--- config.mk ---
export PLATFORM = sky130hd
export DESIGN_NAME = rob_alloc_commit_ctrl
export DESIGN_NICKNAME = d
export VERILOG_FILES = /design/src/rtl/rob_alloc_commit_ctrl.sv
export SDC_FILE = /design/constraint.sdc
export NUM_CORES = 1
export LEC_CHECK = 0
export ABC_AREA = 1
export BUFFER_PORTS_ARGS = -buffer_cell sky130_fd_sc_hd__buf_2
export CAP_MARGIN = 20
export CORE_ASPECT_RATIO = 1.4
export CORE_MARGIN = 2
export CORE_UTILIZATION = 60
export DETAILED_ROUTE_END_ITERATION = 8
export GPL_TIMING_DRIVEN = 0
export PLACE_DENSITY = 0.8
export RECOVER_POWER = 100
export SLEW_MARGIN = 20
export SYNTH_ARGS = -nofsm -noshare
export SYNTH_HDL_FRONTEND = slang
export SYNTH_SLANG_ARGS = --single-unit
--- constraint.sdc ---
create_clock -name in_clk -period 3.1 [get_ports in_clk]
set_input_delay 0.31 -clock in_clk [delete_from_list [all_inputs] [get_ports in_clk]]
set_output_delay 0.31 -clock in_clk [all_outputs]
set_load 0.005 [all_outputs]
--- src/rtl/rob_alloc_commit_ctrl.sv ---
// Reorder-buffer sequencer: allocates tail entries, retires the head in order, truncates on mispredict.
// Define ROB_CTRL_STATS_EN to add saturating commit/flush statistics counters.
module rob_alloc_commit_ctrl #(
    parameter int ROB_SIZE     = 8,
    parameter int ROB_IDX_SIZE = 3,
    parameter int GPR_IDX_SIZE = 5
) (
    input  logic                    in_clk,
    input  logic                    in_rst_n,
    input  logic                    in_alloc_valid,
    input  logic [GPR_IDX_SIZE-1:0] in_alloc_gpr_idx,
    input  logic                    in_alloc_is_nop,
    output logic                    out_alloc_ready,
    output logic [ROB_IDX_SIZE-1:0] out_alloc_idx,
    input  logic                    in_fu_done,
    input  logic [ROB_IDX_SIZE-1:0] in_fu_rob_idx,
    input  logic                    in_mispred,
    input  logic [ROB_IDX_SIZE-1:0] in_mispred_rob_idx,
    input  logic                    in_commit_ready,
    output logic                    out_commit_valid,
    output logic [ROB_IDX_SIZE-1:0] out_commit_idx,
    output logic [GPR_IDX_SIZE-1:0] out_commit_gpr_idx,
    output logic                    out_regfile_should_commit,
`ifdef ROB_CTRL_STATS_EN
    output logic [31:0]             out_stat_commits,
    output logic [15:0]             out_stat_flushes,
`endif
    output logic [ROB_IDX_SIZE:0]   out_count
);

    typedef enum logic {ST_RUN, ST_FLUSH} state_t;

    localparam logic [ROB_IDX_SIZE:0] FULL_COUNT = (ROB_IDX_SIZE+1)'(ROB_SIZE);

    state_t                  state, state_next;
    logic [ROB_IDX_SIZE-1:0] head, tail;
    logic [ROB_IDX_SIZE:0]   count;
    logic [ROB_SIZE-1:0]     busy, done, is_nop, younger;
    logic [GPR_IDX_SIZE-1:0] gpr [ROB_SIZE];
    logic                    grant, fire, mispred_accept;
    logic [ROB_IDX_SIZE-1:0] branch_dist;
    logic [ROB_IDX_SIZE:0]   grant_ext, fire_ext;

    always_ff @(posedge in_clk) begin
        if (!in_rst_n) state <= ST_RUN;
        else           state <= state_next;
    end

    always_comb begin
        state_next = state;
        case (state)
            ST_RUN:   if (mispred_accept) state_next = ST_FLUSH;
            ST_FLUSH: state_next = ST_RUN;
            default:  state_next = ST_RUN;
        endcase
    end

    // Handshake outputs stay low while reset is held, whatever the registers contain.
    always_comb begin
        out_alloc_ready  = 1'b0;
        out_commit_valid = 1'b0;
        if (in_rst_n && state == ST_RUN) begin
            out_alloc_ready  = (count < FULL_COUNT) && !in_mispred;
            out_commit_valid = busy[head] && done[head];
        end
    end

    assign out_alloc_idx             = tail;
    assign out_commit_idx            = head;
    assign out_commit_gpr_idx        = gpr[head];
    assign out_regfile_should_commit = out_commit_valid && !is_nop[head];
    assign out_count                 = count;

    assign grant          = in_alloc_valid && out_alloc_ready;
    assign fire           = out_commit_valid && in_commit_ready;
    assign mispred_accept = in_mispred && (state == ST_RUN) && busy[in_mispred_rob_idx];
    assign grant_ext      = {{ROB_IDX_SIZE{1'b0}}, grant};
    assign fire_ext       = {{ROB_IDX_SIZE{1'b0}}, fire};

    // Age is the distance from head, so "younger than the branch" works across wrap and when full.
    always_comb begin
        logic [ROB_IDX_SIZE-1:0] entry_dist;
        branch_dist = in_mispred_rob_idx - head;
        younger     = '0;
        for (int j = 0; j < ROB_SIZE; j++) begin
            entry_dist = ROB_IDX_SIZE'(j) - head;
            younger[j] = entry_dist > branch_dist;
        end
    end

    always_ff @(posedge in_clk) begin
        if (!in_rst_n) begin
            head   <= '0;
            tail   <= '0;
            count  <= '0;
            busy   <= '0;
            done   <= '0;
            is_nop <= '0;
            for (int j = 0; j < ROB_SIZE; j++) gpr[j] <= '0;
        end else begin
            if (in_fu_done && busy[in_fu_rob_idx]) done[in_fu_rob_idx] <= 1'b1;
            if (grant) begin
                busy[tail]   <= 1'b1;
                done[tail]   <= 1'b0;
                is_nop[tail] <= in_alloc_is_nop;
                gpr[tail]    <= in_alloc_gpr_idx;
                tail         <= tail + ROB_IDX_SIZE'(1);
            end
            if (fire) begin
                busy[head] <= 1'b0;
                done[head] <= 1'b0;
                head       <= head + ROB_IDX_SIZE'(1);
            end
            if (mispred_accept) begin
                tail <= in_mispred_rob_idx + ROB_IDX_SIZE'(1);
                for (int j = 0; j < ROB_SIZE; j++) begin
                    if (younger[j]) begin
                        busy[j] <= 1'b0;
                        done[j] <= 1'b0;
                    end
                end
                count <= {1'b0, branch_dist} + (ROB_IDX_SIZE+1)'(1) - fire_ext;
            end else begin
                count <= count + grant_ext - fire_ext;
            end
        end
    end

`ifdef ROB_CTRL_STATS_EN
    always_ff @(posedge in_clk) begin
        if (!in_rst_n) begin
            out_stat_commits <= '0;
            out_stat_flushes <= '0;
        end else begin
            if (fire && out_stat_commits != '1) out_stat_commits <= out_stat_commits + 32'd1;
            if (mispred_accept && out_stat_flushes != '1) out_stat_flushes <= out_stat_flushes + 16'd1;
        end
    end
`endif

endmodule

==> flow_summary_export.csv <==
group,metric,value,unit
synth,postSynthAreaPerCell,7.835,um^2
routing,ant_nets,0,
routing,viasPerCell,5.566,
clock_network,hold_buffers,0,
timing,post-route-period-util,0.9327,
synth,synth_fp_nets,637,
synth,ys.warnings.count,0,
setup_path,path_cells,"clkbuf_1 -> inv_1 -> nand3_1 -> nand2_2 -> nand2_1 -> nor2_8 -> ha_1 -> inv_1 -> ha_1 -> inv_1 -> fa_1 -> xor2_1 -> a21oi_1",
setup_path,r2r-start,"out_commit_idx[2]",
timing,final.setup.tns,0,ns
pwr,p_leak,2.241,nW
routing,drc_errors,0,
clock_network,cts_tree,"built",
global_route,grt_pass1_wl,19040,um
setup_path,criticalPathCategory,"reg2reg",
global_route,grt_util_met2,0.5468,
hold_path,hold-path-endpoint,"is_nop[4]",
final_layout,num-fill-cells,664,
timing,layout_min_cycle_time,2.891,ns
setup_path,reg2reg_setup_slack,0.21,ns
die,core,7407,um^2
setup_path,cp_common_cell,"inv_1",
timing,maxSlewViolCount,0,
timing,rsz0062_at_grt,"false",
clock_network,cts.path.max_buffers,2,
clock_network,cts.sink_count,78,
die,num_rows,37,
clock_network,cts_root_buf,"clkbuf_8",
timing,slew_headroom,0.6919,
place,routabilityCongestion,0.9667,
global_route,antenna_found_initial,0,
place,dp_worst_setup_slack,-0.1137,ns
setup_path,crit_buf_inv,4,
setup_path,required,3.40,ns
die,start_util,0.6209,
clock_network,clk_latency,0.36,ns
setup_path,cp_slowest_cell,"dfxtp_1",
timing,max_slew.worst_pin.slew,0.4605,ns
timing,finalHoldViolCount,0,
final_layout,final_core_util,0.6733,
timing,max_clock_freq,345.9,MHz
global_route,grt_pass1_vias,4103,
routing,vias,4074,
global_route,grt_max_degree,15,
die,io_pins,36,
synth,yosysUniqueCellTypes,36,
final_layout,nets,680,
run_status,status,"finished clean",
routing,wire_per_inst,15.85,um
setup_path,reg2reg_to,"out_count[2]",
final_layout,fin_area,4987,um^2
pwr,power_density,441.3,nW/um^2
synth,netlist_instances,587,
setup_path,crit_family,"adder cells",
synth,synth_area,4599,um^2
hold_path,hp-start,"in_alloc_is_nop",
final_layout,area_growth,8.433,%
global_route,grt.busiest_layer,"met2",
global_route,gr-usage-met3,0.03859,
final_layout,drive_above_1_share,0.09921,
clock_network,cts_setup_buffers,0,
global_route,overflow,0,
timing,clock_skew,0.01266,ns
final_layout,antennaDiodeCount,0,
synth,seq_area_frac_synth,0.4266,
clock_network,cts_htree_levels,3,
clock_network,cts_buffers,9,
timing,final-setup-viol-count,0,
clock_network,clkSlewWorstSetupHoldPaths,0.09,ns
place,numPortBuffers,32,
global_route,met1_usage,0.3128,
hold_path,hold_path_depth,3,
setup_path,setup.worst_path.start_class,"flip-flop",
timing,setup_ws,0.2086,ns
synth,yosys_register_bits,78,
hold_path,hp-class,"in2reg",
die,dieArea,8392,um^2
place,placed_area,4881,um^2
place,dp_hpwl,8802,um
setup_path,critPathMaxStageDelay,0.41,ns
setup_path,cp-end-kind,"flip-flop",
setup_path,rr_worst_depth,13,
routing,dr.pass1.iters,6,
die,die_w,78.00,um
setup_path,worstPathArrival,3.19,ns
global_route,grt.total_usage,0.2972,
routing,wirelength,11600,um
flow_run,maxCapViolCount,0,
setup_path,cp_max_fo,8,
routing,drtIter0Drc,301,
pwr,peakVddDrop,0.0002461,V
die,die_h,107.6,um
synth_stat cells:
cell      count  area (um^2)
a31oi_1       5        31.28
nor2_1      142        533.0
xor2_1        1        8.760
dfxtp_1      38        760.7
clkinv_1      3        11.26
nor2_2        4        25.02
buf_4         1        7.510
nor3_1        9        45.04
a21oi_1      25        125.1
nor3_4        1        16.27
inv_2         7        26.28
nand2_2       5        31.28
a21oi_2       2        17.52
o21ai_1       2        10.01
nand3b_1      2        15.01
nor2_4        2        22.52
edfxtp_1     40         1201
buf_1         1        3.750
nand3_1      37        185.2
nor2_8        2        40.04
o21ai_0      47        235.2
nand2_1      78        292.8
xnor2_1       5        43.79
nand2_4       8        90.09
o22ai_1       7        43.79
nand3_2       1        10.01
buf_2         3        15.01
buf_6         3        33.78
o21bai_1      1        7.510
o211ai_1      1        7.510
clkbuf_1      7        26.28
inv_1        63        236.5
fa_1          2        40.04
xnor2_2       1        16.27
ha_1         30        375.4
o221ai_1      1        8.760
layer usage:
layer / vias to the layer above / share of wire
li1: 1998 / -
met5: - / 0
met4: 0 / 0.053
met1: 1893 / 0.37
met2: 138 / 0.53
met3: 45 / 0.046
logic make-up (layout without fill, tap and decap cells):
logic type      after synthesis  in the layout  synth area share
simple gates                291            291            0.2840
compound gates               91             91            0.1058
buf+inv                      88            136           0.07835
flops                        78             78            0.4266
fa+ha+maj                    32             32           0.09032
xor+xnor                      7              7           0.01496
layout by cell type (no fill, tap or decap), types with 4 or more instances in the layout:
cell        n
nand2_1    86
dfxtp_1    37
clkinv_1    4
inv_1      66
xnor2_1     4
nor3_1     10
o22ai_1     7
nor2_1    145
a31oi_1     5
clkbuf_1   16
clkbuf_8    9
nand3_1    38
nor2_2      4
edfxtp_1   40
o21ai_0    49
ha_1       30
buf_2      24
a21oi_1    25
area by class of cell:
cell class | count | area [um^2] | share of cell area
clock buffer | 9 | 123.9 | 0.02484
buffer | 15 | 81.33 | 0.01631
tap | 97 | 121.4 | 0.02434
inverter | 73 | 274.0 | 0.05494
multi-input combinational | 421 | 2198 | 0.4408
timing repair buffer | 32 | 150.1 | 0.03011
clock inverter | 7 | 75.07 | 0.01505
sequential | 78 | 1963 | 0.3936
flip-flops by register name, summed over array words and instances, names as in the netlist, named ones only:
| register | cells |
|---|---|
| state | 1 |
| out_commit_idx | 3 |
| out_alloc_idx | 3 |
| out_count | 4 |
| is_nop | 8 |
| busy | 8 |
| gpr | 40 |
| done | 8 |
power by group:
| group | switching [mW] | internal, mW | total (mW) |
|---|---|---|---|
| Combinational | 0.174 | 0.0997 | 0.274 |
| Clock | 0.404 | 0.373 | 0.776 |
| Sequential | 0.0265 | 1.12 | 1.15 |
metrics by stage:
stage	hold WS [ns]	power, mW	cells
6_report	0.2853	2.201	732
3_5_place_dp	0.4654	1.467	716
4_1_cts	0.2413	2.221	732
2_1_floorplan	0.4378	1.372	587
3_3_place_gp	0.4520	1.455	716
5_1_grt	0.2999	2.287	732
worst max-delay path by stage:
stage                 startpoint      endpoint  slack [ns]  cells after the start
2_1_floorplan  out_commit_idx[1]       busy[2]        0.50                     11
3_3_place_gp   out_commit_idx[1]       busy[4]       -0.05                     11
3_5_place_dp   out_commit_idx[1]       busy[4]       -0.11                     11
4_1_cts        out_commit_idx[1]       busy[4]        0.14                     11
5_1_grt        out_commit_idx[2]  out_count[2]        0.08                     13
6_report       out_commit_idx[2]  out_count[2]        0.21                     13
worst reg2reg max path, cell delays in order (launching register included):
cell      delay (ns)
dfxtp_1         0.41
clkbuf_1        0.38
inv_1           0.28
nand3_1         0.17
nand2_2         0.09
nand2_1         0.23
nor2_8          0.09
ha_1            0.27
inv_1           0.06
ha_1            0.16
inv_1           0.05
fa_1            0.37
xor2_1          0.15
a21oi_1         0.14
what timing repair did:
action                                  4_1_cts  5_1_grt
endpoints found under the setup margin       10        9
cloned                                        0        0
gates resized for setup                       1        2
No activity file was read; power rests on OpenSTA's default activity.
